$ cat src/rtl/bme280_meas_seq.sv
// BME280 bring-up and periodic measurement sequencer driving bme280_i2c_ctrl.
// Power-up wait, chip-ID check, config write chain, then periodic 8-byte bursts from 0xF7.
module bme280_meas_seq #(
  parameter int                DWIDTH     = 8,
  parameter int                INIT_CYC   = 100_000,
  parameter int                PERIOD_CYC = 5_000_000,
  parameter logic [DWIDTH-1:0] CTRL_HUM   = 8'h01,
  parameter logic [DWIDTH-1:0] CONFIG     = 8'h00,
  parameter logic [DWIDTH-1:0] CTRL_MEAS  = 8'h27,
  parameter logic [DWIDTH-1:0] CHIP_ID    = 8'h60
) (
  input  logic              Clk,
  input  logic              Rst_n,
  input  logic              Meas_en,
  output logic              I2C_start,
  output logic              I2C_rdwr,
  output logic              I2C_last,
  output logic [DWIDTH-1:0] I2C_addr,
  output logic [DWIDTH-1:0] I2C_txd,
  input  logic [DWIDTH-1:0] I2C_rxd,
  input  logic              I2C_done,
  output logic [19:0]       Press_raw,
  output logic [19:0]       Temp_raw,
  output logic [15:0]       Hum_raw,
  output logic              Data_valid,
  output logic              Busy,
  output logic              Id_ok,
  output logic              Id_err
);

  localparam int IW = $clog2(INIT_CYC);
  localparam int PW = $clog2(PERIOD_CYC + 1);

  typedef enum logic [2:0] {S_INIT, S_RD_ID, S_CFG, S_WAIT, S_BURST, S_HALT} state_t;

  state_t            state;
  logic [IW-1:0]     icnt;
  logic [PW-1:0]     pcnt;
  logic [2:0]        idx;
  logic              pend;
  logic [DWIDTH-1:0] shadow [0:6];

  logic              issue, done_ok;
  logic              nxt_rd, nxt_last;
  logic [DWIDTH-1:0] nxt_addr, nxt_txd;

  // Fields of the byte about to be issued. INIT and WAIT launch the first byte of
  // the following transaction on their exit edge, so they select its fields too.
  always_comb begin
    nxt_rd   = 1'b0;
    nxt_last = 1'b0;
    nxt_addr = '0;
    nxt_txd  = '0;
    case (state)
      S_INIT, S_RD_ID: begin
        nxt_rd   = 1'b1;
        nxt_addr = 8'hD0;
        nxt_last = 1'b1;
      end
      S_CFG: begin
        case (idx)
          3'd0:    begin nxt_addr = 8'hF2; nxt_txd = CTRL_HUM; end
          3'd1:    begin nxt_addr = 8'hF5; nxt_txd = CONFIG;   end
          default: begin nxt_addr = 8'hF4; nxt_txd = CTRL_MEAS; nxt_last = 1'b1; end
        endcase
      end
      S_WAIT, S_BURST: begin
        nxt_rd   = 1'b1;
        nxt_addr = 8'hF7;
        nxt_last = (state == S_BURST) && (idx == 3'd7);
      end
      default: ;
    endcase
  end

  always_comb begin
    done_ok = I2C_done && pend;
    issue   = ((state == S_INIT) && (icnt == '0)) ||
              ((state == S_WAIT) && Meas_en && (pcnt == '0)) ||
              (((state == S_CFG) || (state == S_BURST)) && !pend);
  end

  always_ff @(posedge Clk or negedge Rst_n) begin
    if (!Rst_n) begin
      state      <= S_INIT;
      icnt       <= IW'(INIT_CYC - 1);
      pcnt       <= '0;
      idx        <= '0;
      pend       <= 1'b0;
      I2C_start  <= 1'b0;
      I2C_rdwr   <= 1'b0;
      I2C_last   <= 1'b0;
      I2C_addr   <= '0;
      I2C_txd    <= '0;
      Press_raw  <= '0;
      Temp_raw   <= '0;
      Hum_raw    <= '0;
      Data_valid <= 1'b0;
      Busy       <= 1'b0;
      Id_ok      <= 1'b0;
      Id_err     <= 1'b0;
      for (int unsigned i = 0; i < 7; i++) shadow[i] <= '0;
    end else begin
      I2C_start  <= 1'b0;
      Data_valid <= 1'b0;
      if ((state == S_WAIT || state == S_BURST || state == S_HALT) && pcnt != '0)
        pcnt <= pcnt - 1'b1;
      if (issue) begin
        I2C_start <= 1'b1;
        pend      <= 1'b1;
        Busy      <= 1'b1;
        I2C_rdwr  <= nxt_rd;
        I2C_last  <= nxt_last;
        I2C_addr  <= nxt_addr;
        I2C_txd   <= nxt_txd;
      end
      case (state)
        S_INIT: begin
          if (icnt == '0) state <= S_RD_ID;
          else            icnt  <= icnt - 1'b1;
        end
        S_RD_ID: begin
          if (done_ok) begin
            pend <= 1'b0;
            Busy <= 1'b0;
            if (I2C_rxd == CHIP_ID) begin
              Id_ok <= 1'b1;
              state <= S_CFG;
            end else begin
              Id_err <= 1'b1;
              state  <= S_HALT;
            end
          end
        end
        S_CFG: begin
          if (done_ok) begin
            pend <= 1'b0;
            if (idx == 3'd2) begin
              Busy  <= 1'b0;
              idx   <= '0;
              state <= S_WAIT;
            end else begin
              idx <= idx + 1'b1;
            end
          end
        end
        S_WAIT: begin
          if (Meas_en && pcnt == '0) begin
            pcnt  <= PW'(PERIOD_CYC - 1);
            state <= S_BURST;
          end
        end
        S_BURST: begin
          if (done_ok) begin
            pend <= 1'b0;
            if (idx == 3'd7) begin
              // Final byte goes straight to the outputs so all three words update together.
              Press_raw  <= {shadow[0], shadow[1], shadow[2][7:4]};
              Temp_raw   <= {shadow[3], shadow[4], shadow[5][7:4]};
              Hum_raw    <= {shadow[6], I2C_rxd};
              Data_valid <= 1'b1;
              Busy       <= 1'b0;
              idx        <= '0;
              state      <= S_WAIT;
            end else begin
              shadow[idx] <= I2C_rxd;
              idx         <= idx + 1'b1;
            end
          end
        end
        default: ;
      endcase
    end
  end

endmodule
$ cat config.mk
export PLATFORM = sky130hd
export DESIGN_NAME = bme280_meas_seq
export DESIGN_NICKNAME = d
export VERILOG_FILES = /design/src/rtl/bme280_meas_seq.sv
export SDC_FILE = /design/constraint.sdc
export NUM_CORES = 1
export LEC_CHECK = 0
export BUFFER_PORTS_ARGS = -buffer_cell sky130_fd_sc_hd__clkbuf_2
export CAP_MARGIN = 20
export CORE_AREA = 5 5 126 128
export CTS_CLUSTER_SIZE = 30
export DETAILED_ROUTE_END_ITERATION = 8
export DIE_AREA = 0 0 131 133
export PLACE_DENSITY = 0.77
export RECOVER_POWER = 50
export SLEW_MARGIN = 0
export SYNTH_ARGS = -nofsm -noshare
export SYNTH_HDL_FRONTEND = slang
export SYNTH_SLANG_ARGS = --single-unit
$ cat constraint.sdc
create_clock -name Clk -period 3.55 [get_ports Clk]
set_input_delay 0.1775 -clock Clk [delete_from_list [all_inputs] [get_ports Clk]]
set_output_delay 0.1775 -clock Clk [all_outputs]
set_load 0.01 [all_outputs]
==> results of run 1 <==
==> stage by stage <==
step / cell area, sq um / power [W] / utilization [%] / hold WS [ns]
floorplan: 7180 / 0.00215 / - / -0.118
CTS: 8340 / 0.00411 / 56.5 / 0.130
detailed placement: 7730 / 0.00226 / 52.4 / 0.318
finish: 8240 / 0.00407 / 55.9 / 0.150
global placement: 7730 / 0.00224 / 52.4 / 0.302
global route: 8240 / 0.00424 / 55.9 / 0.142
==> state kept, by name, indices dropped and copies added (netlist names), 3 cells and up <==
signal,count
state,3
icnt,17
idx,3
Press_raw,20
Hum_raw,16
Temp_raw,20
shadow,48
pcnt,23
I2C_addr,5
==> synth_stat cells, types with 9 or more instances <==
cell type	instances	share of area (%)
sky130_fd_sc_hd__mux2_2	110	17
sky130_fd_sc_hd__dfrtp_1	155	54
sky130_fd_sc_hd__nand2_1	18	0.94
sky130_fd_sc_hd__mux2i_1	9	1.3
sky130_fd_sc_hd__ha_1	9	1.6
sky130_fd_sc_hd__clkbuf_1	10	0.52
sky130_fd_sc_hd__buf_4	10	1.0
sky130_fd_sc_hd__o21ai_0	15	1.0
sky130_fd_sc_hd__xor2_1	15	1.8
sky130_fd_sc_hd__nand2b_1	9	0.79
sky130_fd_sc_hd__dfstp_2	10	3.7
sky130_fd_sc_hd__xnor2_1	12	1.5
sky130_fd_sc_hd__nor3_1	14	0.98
sky130_fd_sc_hd__nand3_1	16	1.1
sky130_fd_sc_hd__nor2_1	33	1.7
sky130_fd_sc_hd__or4_1	9	0.94
sky130_fd_sc_hd__inv_1	11	0.58
sky130_fd_sc_hd__nor4_1	15	1.3
==> repair_timing <==
| item | CTS | global route |
|---|---|---|
| hold endpoints to repair | 83 | 0 |
| setup buffers | 0 | 0 |
| hold buffers | 1 | 0 |
==> area by class of cell <==
cell class	instances	area, sq um
Tap cell	188	235
Clock inverter	13	144
Timing Repair Buffer	89	378
Sequential cell	165	4140
Fill cell	1226	6510
Multi-Input combinational cell	354	2840
Clock buffer	19	453
Inverter	12	45.0
==> layer usage <==
layer / up-vias / wire [um] / global-route usage [%]
li1: 2143 / - / -
met1: 2373 / 6560 / 25.0
met2: 160 / 7400 / 30.0
met3: 30 / 1120 / 6.26
met4: 0 / 289 / 5.71
met5: - / 0 / 0
==> cell families (layout without fill, tap and decap cells) <==
family	Yosys count	in the layout	synth area share, %
flip-flops	165	165	57.8
AND/OR/NAND/NOR	146	146	11.5
multiplexers	120	120	18.7
AO/OA/AOI/OAI	47	47	4.37
buffers and inverters	39	133	2.72
XOR/XNOR	27	27	3.30
adder cells (fa/ha/maj)	9	9	1.57
other	1	5	0.0523
==> critical path: cells and delay by family (launching register included) <==
| kind | cells | cell delay (ns) |
|---|---|---|
| flip-flops | 1 | 0.60 |
| AND/OR/NAND/NOR | 3 | 1.62 |
| multiplexers | 1 | 0.40 |
==> worst max-delay path by stage <==
stage / from / endpoint / slack [ns] / depth (start not counted)
floorplan: state[0] / shadow[48] / 1.27 / 7
global placement: state[0] / shadow[6] / 0.96 / 4
detailed placement: state[0] / shadow[6] / 0.85 / 4
CTS: state[0] / shadow[6] / 0.81 / 4
global route: Rst_n / pcnt[17] / 0.69 / 2
finish: state[0] / shadow[6] / 0.81 / 4
==> power by group <==
part           internal, W  switching, W  leakage [nW]
Clock              0.00108      0.000761         0.294
Sequential         0.00194     0.0000714          2.20
Combinational    0.0000772      0.000144          1.48
Total              0.00309      0.000976          3.97
==> impl_summary.log, run 1 <==
[metrics] final number of setup-violating endpoints: 0
[metrics] post-route insts no fill: 840
[metrics] count of vias placed by the detailed router: 4706
[metrics] failing checks: capacitance limit, slew limit
[metrics] unrepaired setup endpoints after global routing: no
[metrics] Starting Density: 48.6%
[metrics] proportion of register bits with asynchronous set or reset after synthesis: 100%
[metrics] post-synthesis sequential area ratio: 57.8%
[metrics] drt initial violations: 411
[metrics] clock tree from TritonCTS: built
[metrics] standard-cell rows: 45
[metrics] Placed Cells incl. Taps: 807
[metrics] Max stage delay cell, worst path: sky130_fd_sc_hd__or4_1
[metrics] hold path depth: 2
[metrics] worst-case reg-to-reg path depth: 4
[metrics] Resize count post-CTS: 0
[metrics] startpoint of the lowest-slack hold path: I2C_rxd[3]
[metrics] maximum fanout along the worst path: 19
[metrics] worst-case vdd ir drop: 0.000291 V
[metrics] Post-Route Setup TNS: 0 ns
[metrics] Reg-to-Reg Start: state[0]
[metrics] area of the placeable core: 14800 sq um
[metrics] Total GRT Usage: 19.0%
[metrics] critical path capture point type: flop
[metrics] count of pins over their slew limit: 94
[metrics] grt ovf: 0
[metrics] Mapped Area: 7160 sq um
[metrics] Final Wtd Congestion: 0.844
[metrics] Critical Path Max Stage Delay: 0.63 ns
[metrics] Worst Clk Skew: 0.0102 ns
[metrics] number of iterations in the first detailed-routing pass: 4
[metrics] Crit Path Class: reg2reg
[metrics] final hold viol count: 0
[metrics] number of global-route vias before repair: 5034
[metrics] startpoint type of the worst setup path: flop
[metrics] flop-to-flop setup slack: 0.81 ns
[metrics] Worst Path Arrival: 3.05 ns
[metrics] first-pass GRT wire length: 26200 um
[metrics] destination of the worst register-to-register timing path: shadow[6]
[metrics] worst slack at placement: 0.845 ns
[metrics] critical path, cell by cell: or3b_1 > or4_1 > nor3_4 > mux2_2
[metrics] number of top-level pins: 91
[metrics] Top FF cell, synth: sky130_fd_sc_hd__dfrtp_1
[metrics] clock latency of the later-clocked register in the worst-skew pair: 0.43 ns
[metrics] clock sink total: 165
[metrics] syn avg cell area: 12.9 sq um
[metrics] Post-layout nets: 660
[metrics] Post-synth EDFFs: 0
[metrics] shortest period the worst path allows: 2.74 ns
[metrics] via density per instance: 5.60
[metrics] root cell of the clock tree: sky130_fd_sc_hd__clkbuf_16
[metrics] Detailed Route WL: 15400 um
[metrics] largest net degree at the start of global routing: 95
[metrics] count of distinct cell types in the synthesized netlist: 55
[metrics] slew at the pin closest to its max-slew limit: 2.28 ns
[metrics] Die Span Y: 133 um
[metrics] outcome: finished, violations left
[metrics] number of antenna violations at the first check in global routing: 0
[metrics] Port Buf Inserts: 85
[metrics] most common cell after layout, fill and taps aside: sky130_fd_sc_hd__dfrtp_1
[metrics] Warnings, synthesis: 0
[metrics] Detail Placement HPWL: 10300 um
[metrics] # Max-Cap Violations: 1
[metrics] number of cells produced by synthesis: 554
[metrics] critical path data required time: 3.86 ns
[metrics] clock buffer count from CTS: 17
[metrics] post-synthesis sequential element count: 165
[metrics] number of antenna cells inserted: 0
[metrics] pwr dens: 494 nW/um^2
[metrics] crit share post-route: 77.2%
[metrics] DR DRC count: 0
[metrics] H-tree Lvls: 4
[metrics] fraction of layout instances using a drive strength above 1: 27.1%
[metrics] end point of the most critical hold path: shadow[27]
[metrics] post-DR wirelength/cell: 18.3 um
[metrics] maximum achievable frequency: 365 MHz
[metrics] clock-pin slew on the worst setup and hold paths: 0.07 ns
[metrics] Area growth, synth to finish: 15.0%
[metrics] leakage power: 3.97 nW
[metrics] count of antenna-violating nets left after detailed routing: 0
[metrics] commonest cells after routing, fill and taps aside: 155 x sky130_fd_sc_hd__dfrtp_1, 110 x sky130_fd_sc_hd__mux2_2, 74 x sky130_fd_sc_hd__clkbuf_1
[metrics] normalized max-slew margin: -52.2%
[metrics] floorplan die width: 131 um
[metrics] maximum buffer depth of the clock tree: 2
[metrics] post-route setup slack: 0.808 ns
[metrics] total die area: 17400 sq um
[metrics] class of the tightest hold or removal check: in2reg
Note: power is estimated with default switching activity, not from simulation.
==> run 2, diff against run 1 <==
- PLACE_DENSITY: 0.77 -> 0.79
- clock period: 3.55 -> 2.5 ns (I/O delays scaled with it)
==> run 2 against run 1 <==
First-iteration DRC count fell by 26%. Sequential power is 41% higher. The flow still finishes with violations (capacitance limit, slew limit). Clock power up 36%. Sequential share of layout area decreased by 0.97 points. Via count increased by 2.1%. Largest cell class unchanged.
==> impl_summary.log, run 2 (same netlist as run 1, synthesis figures left out) <==
[metrics] Final Wtd Congestion: 0.886
[metrics] Port Buf Inserts: 85
[metrics] hold path depth: 3
[metrics] clock network fraction of design power: 44.0%
[metrics] end point of the most critical hold path: state[2]
[metrics] crit share post-route: 95.1%
[metrics] area of the placeable core: 14800 sq um
[metrics] critical path startpoint: state[1]
[metrics] commonest cells after routing, fill and taps aside: 155 x sky130_fd_sc_hd__dfrtp_1, 110 x sky130_fd_sc_hd__mux2_2, 76 x sky130_fd_sc_hd__clkbuf_1
[metrics] Fillers: 1214
[metrics] flop-to-flop setup slack: 0.12 ns
[metrics] drt initial violations: 306
[metrics] largest registers: shadow (48), pcnt (23)
[metrics] critical path capture point type: flop
[metrics] Placed Cells incl. Taps: 825
[metrics] maximum buffer depth of the clock tree: 2
[metrics] count of antenna-violating nets left after detailed routing: 0
[metrics] class of the tightest hold or removal check: in2reg
[metrics] most common cell after layout, fill and taps aside: sky130_fd_sc_hd__dfrtp_1
[metrics] startpoint of the lowest-slack hold path: Meas_en
[metrics] worst hold-check slack: 0.0639 ns
[metrics] sequential share of power: 50.1%
[metrics] maximum achievable frequency: 420 MHz
[metrics] fraction of layout instances using a drive strength above 1: 29.4%
[metrics] first-pass GRT wire length: 25600 um
[metrics] count of pins over their slew limit: 85
[metrics] failing checks: capacitance limit, slew limit
[metrics] number of antenna cells inserted: 0
[metrics] grt ovf: 0
[metrics] destination of the worst register-to-register timing path: shadow[31]
[metrics] pwr dens: 676 nW/um^2
[metrics] combinational power share: 5.9%
[metrics] outcome: finished, violations left
[metrics] clock buffer count from CTS: 17
[metrics] via density per instance: 5.57
[metrics] standard-cell rows: 45
[metrics] maximum fanout along the worst path: 9
[metrics] final number of setup-violating endpoints: 0
[metrics] Crit Path Class: reg2reg
[metrics] worst-case reg-to-reg path depth: 5
[metrics] # Max-Cap Violations: 1
[metrics] clock sink total: 165
[metrics] Area growth, synth to finish: 17.3%
[metrics] Detail Placement HPWL: 10600 um
[metrics] number of global-route vias before repair: 5127
[metrics] Post-layout nets: 682
[metrics] clock-pin slew on the worst setup and hold paths: 0.07 ns
[metrics] post-route insts no fill: 862
[metrics] post-DR wirelength/cell: 17.9 um
[metrics] Starting Density: 48.6%
[metrics] count of vias placed by the detailed router: 4804
[metrics] clock tree from TritonCTS: built
[metrics] Die Span Y: 133 um
[metrics] H-tree Lvls: 4
[metrics] final hold viol count: 0
[metrics] number of antenna violations at the first check in global routing: 0
[metrics] fraction of power spent switching nets: 24.5%
[metrics] root cell of the clock tree: sky130_fd_sc_hd__clkbuf_16
[metrics] slew at the pin closest to its max-slew limit: 2.05 ns
[metrics] Largest register FFs: 48
[metrics] total die area: 17400 sq um
[metrics] normalized max-slew margin: -36.6%
[metrics] number of iterations in the first detailed-routing pass: 5
[metrics] number of top-level pins: 91
[metrics] Internal Dissipation: 0.00429 W
[metrics] Detailed Route WL: 15400 um
[metrics] Reg-to-Reg Start: state[1]
[metrics] Worst Clk Skew: 0.00595 ns
[metrics] DR DRC count: 0
[metrics] register name with the most flops: shadow
[metrics] unrepaired setup endpoints after global routing: yes
[metrics] Total GRT Usage: 18.6%
[metrics] leakage power: 4.06 nW
[metrics] critical path data required time: 2.80 ns
[metrics] largest net degree at the start of global routing: 86
[metrics] Worst Path Arrival: 2.68 ns
[metrics] floorplan die width: 131 um
[metrics] clock latency of the later-clocked register in the worst-skew pair: 0.42 ns
[metrics] worst-case vdd ir drop: 0.000401 V
[metrics] switching pwr: 0.00139 W
[metrics] startpoint type of the worst setup path: flop
[metrics] shortest period the worst path allows: 2.38 ns
[run 2: changes by cell type in the layout (fill, tap and decap cells not counted), sizes merged]
cell	delta
buf	+21
bufinv	-1
clkbuf	+2
clkinv	-2
clkinvlp	+2
[run 2: critical path, stage by stage, from the launching register on]
cell and delay (ns):
sky130_fd_sc_hd__dfrtp_1 0.38, sky130_fd_sc_hd__or3b_1 0.43, sky130_fd_sc_hd__buf_4 0.19, sky130_fd_sc_hd__nor4_1 0.42, sky130_fd_sc_hd__nand3_1 0.43, sky130_fd_sc_hd__mux2_2 0.40
[run 2: cell type report]
cell class              instances  area, sq um  area share, %
clock buffers                  20          447           5.32
inverters                      12         45.0          0.536
clock inverters                12          121           1.44
multi-input cells             354         2850           33.9
well taps                     188          235           2.80
flip-flops and latches        165         4140           49.3
repair buffers                111          566           6.73
[run 2: power by group through the flow]
stage | combinational, W | clock (W) | sequential (W)
2_1_floorplan | 0.000191 | 0 | 0.00287
3_3_place_gp | 0.000316 | 0 | 0.00288
3_5_place_dp | 0.000334 | 0 | 0.00289
4_1_cts | 0.000340 | 0.00255 | 0.00284
5_1_grt | 0.000379 | 0.00267 | 0.00286
6_report | 0.000335 | 0.00250 | 0.00284
[run 2: worst max path at each step]
stage,endpoint,slack [ns],cells after the start
2_1_floorplan,shadow[48],0.22,7
3_3_place_gp,shadow[51],0.11,5
3_5_place_dp,shadow[5],0.009,5
4_1_cts,shadow[5],0.005,5
5_1_grt,shadow[47],-0.03,5
6_report,shadow[31],0.12,5
[run 2: what timing repair did]
item	4_1_cts	5_1_grt
endpoints found under the hold margin	80	0
hold buffers	1	0
resized for setup	0	1
setup endpoints to repair	0	30
buffers inserted	0	4
[run 2: stage by stage]
stage	setup slack [ns]	utilization, %	setup TNS [ns]	cell area [sq um]	power (W)
global route	-0.0256	57.0	-0.147	8400	0.00590
detailed placement	0.00858	53.4	0	7880	0.00322
global placement	0.110	53.4	0	7880	0.00320
finish	0.122	57.0	0	8400	0.00568
CTS	0.00452	57.3	0	8460	0.00573
floorplan	0.216	-	0	7180	0.00306
[run 2: metal layers]
| layer | wire length (um) | track usage, % | vias to the layer above |
|---|---|---|---|
| met5 | 0 | 0 | - |
| li1 | - | - | 2186 |
| met4 | 293 | 6.46 | 0 |
| met2 | 7580 | 29.6 | 156 |
| met1 | 6690 | 24.7 | 2433 |
| met3 | 877 | 4.52 | 29 |
==> run 3, diff against run 2 <==
- clock period: 2.5 -> 2 ns (I/O delays scaled with it)
==> run 3 against run 2 <==
The run ends with setup timing left. Maximum frequency grew 10%. Design area grew 15%. Global-route usage grew 2.3 points. Critical path depth grew 1. Via count grew 8.2%. Critical endpoint is now shadow[6]. Sequential share of layout area shrank 6.3 points. Wire length grew 21%. Die area is the same. Clock skew grew 0.0070 ns. Final cell count grew 7.7%. Largest power group unchanged. Highest routed layer unchanged.
==> impl_summary.log, run 3 (same netlist as run 1, synthesis figures left out) <==
[metrics] worst hold-check slack: 0.0394 ns
[metrics] root cell of the clock tree: sky130_fd_sc_hd__clkbuf_16
[metrics] number of global-route vias before repair: 5357
[metrics] total die area: 17400 sq um
[metrics] clock latency of the later-clocked register in the worst-skew pair: 0.43 ns
[metrics] floorplan die width: 131 um
[metrics] number of antenna cells inserted: 0
[metrics] final hold viol count: 0
[metrics] Area growth, synth to finish: 34.4%
[metrics] register name with the most flops: shadow
[metrics] worst slack at placement: -0.230 ns
[metrics] drt initial violations: 353
[metrics] class of the tightest hold or removal check: in2reg
[metrics] most common cell after layout, fill and taps aside: sky130_fd_sc_hd__dfrtp_1
[metrics] outcome: finished, violations left
[metrics] Final Wtd Congestion: 0.871
[metrics] number of iterations in the first detailed-routing pass: 5
[metrics] post-DR wirelength/cell: 20.2 um
[metrics] commonest cells after routing, fill and taps aside: 155 x sky130_fd_sc_hd__dfrtp_1, 84 x sky130_fd_sc_hd__clkbuf_2, 75 x sky130_fd_sc_hd__mux2_2, 75 x sky130_fd_sc_hd__buf_4, 36 x sky130_fd_sc_hd__mux2_4
[metrics] Post-layout nets: 748
[metrics] DR DRC count: 0
[metrics] CP Buf/Inv Count: 1
[metrics] first-pass GRT wire length: 28400 um
[metrics] shortest period the worst path allows: 2.16 ns
[metrics] critical path, cell by cell: ha_4 > ha_4 > or4_4 > nor3_4 > buf_12 > mux2_4
[metrics] unrepaired setup endpoints after global routing: yes
[metrics] number of top-level pins: 91
[metrics] post-route insts no fill: 928
[metrics] Total GRT Usage: 20.9%
[metrics] critical path capture point type: flop
[metrics] fraction of layout instances using a drive strength above 1: 53.8%
[metrics] count of antenna-violating nets left after detailed routing: 0
[metrics] maximum buffer depth of the clock tree: 2
[metrics] leakage power: 4.80 nW
[metrics] clock sink total: 165
[metrics] count of pins over their slew limit: 0
[metrics] family with the most delay on the worst path: simple AND/OR/NAND/NOR gates
[metrics] Starting Density: 48.6%
[metrics] number of antenna violations at the first check in global routing: 0
[metrics] startpoint type of the worst setup path: flop
[metrics] clock-pin slew on the worst setup and hold paths: 0.07 ns
[metrics] crit share post-route: 108%
[metrics] pwr dens: 749 nW/um^2
[metrics] normalized max-slew margin: 18.3%
[metrics] Detailed Route WL: 18700 um
[metrics] area of the placeable core: 14800 sq um
[metrics] critical path data required time: 2.32 ns
[metrics] count of vias placed by the detailed router: 5199
[metrics] maximum fanout along the worst path: 8
[metrics] Overall Power: 0.00721 W
[metrics] Worst Clk Skew: 0.0130 ns
[metrics] largest registers: shadow (48), pcnt (23)
[metrics] Placed Cells incl. Taps: 879
[metrics] slew at the pin closest to its max-slew limit: 1.23 ns
[metrics] standard-cell rows: 45
[metrics] failing checks: setup timing
[metrics] H-tree Lvls: 4
[metrics] Port Buf Inserts: 85
[metrics] # Max-Cap Violations: 0
[metrics] Largest register FFs: 48
[metrics] maximum achievable frequency: 464 MHz
[metrics] Detail Placement HPWL: 11600 um
[metrics] clock buffer count from CTS: 17
[metrics] Worst Path Arrival: 2.48 ns
[metrics] grt ovf: 0
[metrics] finished layout cell area: 9630 sq um
[metrics] Critical Path Max Stage Delay: 0.59 ns
[metrics] final number of setup-violating endpoints: 43
[metrics] Crit Path Class: reg2reg
[metrics] worst-case vdd ir drop: 0.000596 V
[metrics] post-route setup slack: -0.156 ns
[metrics] via density per instance: 5.60
[metrics] clock tree from TritonCTS: built
[metrics] Max stage delay cell, worst path: sky130_fd_sc_hd__or4_4
[metrics] Worst path most repeated cell: sky130_fd_sc_hd__ha_4
[metrics] area post-placement: 8370 sq um
[metrics] Die Span Y: 133 um
[metrics] largest net degree at the start of global routing: 60
[run 3: cell types whose count changed in the layout (fill, tap and decap cells not counted), moves of 7 or more]
cell / previous run / this run
sky130_fd_sc_hd__xnor2_1: 12 / 5
sky130_fd_sc_hd__nor4_1: 15 / 5
sky130_fd_sc_hd__buf_4: 21 / 75
sky130_fd_sc_hd__buf_6: 0 / 10
sky130_fd_sc_hd__clkbuf_1: 76 / 3
sky130_fd_sc_hd__mux2_2: 110 / 75
sky130_fd_sc_hd__clkbuf_2: 12 / 84
sky130_fd_sc_hd__mux2_4: 0 / 36
[run 3: where the power goes]
group	internal, W	total (W)	switching (W)	leakage (nW)
registers	0.00343	0.00354	0.000102	2.20
clock network	0.00160	0.00297	0.00137	0.258
logic	0.000311	0.000703	0.000393	2.34
total	0.00535	0.00721	0.00186	4.80
[run 3: final cells by class]
cell class	count	area, sq um
inverters	12	47.5
flip-flops and latches	165	4140
clock buffers	19	433
repair buffers	176	1210
multi-input cells	355	3460
well taps	188	235
fillers	1029	5130
clock inverters	13	100
[run 3: repair_timing]
item                                    CTS  global route
setup buffers                             8             7
gates resized for setup                  60            73
pin swaps                                12            20
gates cloned                              1             2
endpoints found under the setup margin   78           147
hold buffers                              1             0
endpoints found under the hold margin    47             0
[run 3: final timing paths]
| path | from | to | slack [ns] | depth (start not counted) |
|---|---|---|---|---|
| worst max-delay path | idx[0] | shadow[6] | -0.16 | 6 |
| worst max register to register | idx[0] | shadow[6] | -0.16 | 6 |
| worst min-delay path | Meas_en | state[2] | 0.04 | 3 |
| max in group asynchronous | Rst_n | shadow[21] | 0.39 | 3 |
| min in group asynchronous | Rst_n | Temp_raw[4] | 0.47 | 2 |
| worst min register to register | icnt[3] | icnt[3] | 0.47 | 2 |
[run 3: worst reg2reg max path: cells and delay by family (launching register included)]
family | cells | cell delay (ns)
buffers and inverters | 1 | 0.17
flip-flops | 1 | 0.43
adder cells (fa/ha/maj) | 2 | 0.36
multiplexers | 1 | 0.31
AND/OR/NAND/NOR | 2 | 0.79
[run 3: per-layer routing]
metal | global-route usage, % | vias to the layer above | share of wire, %
met4 | 7.49 | 0 | 2.2
met5 | 0 | - | 0
met1 | 26.5 | 2702 | 40
met2 | 34.6 | 141 | 52
li1 | - | 2325 | -
met3 | 5.05 | 31 | 5.1
[run 3: metrics by stage]
stage,util (%),TNS [ns]
3_5_place_dp,56.7,-7.99
3_3_place_gp,56.7,-4.78
6_report,65.3,-4.35
4_1_cts,62.5,-4.56
5_1_grt,65.3,-7.72
2_1_floorplan,-,-8.08
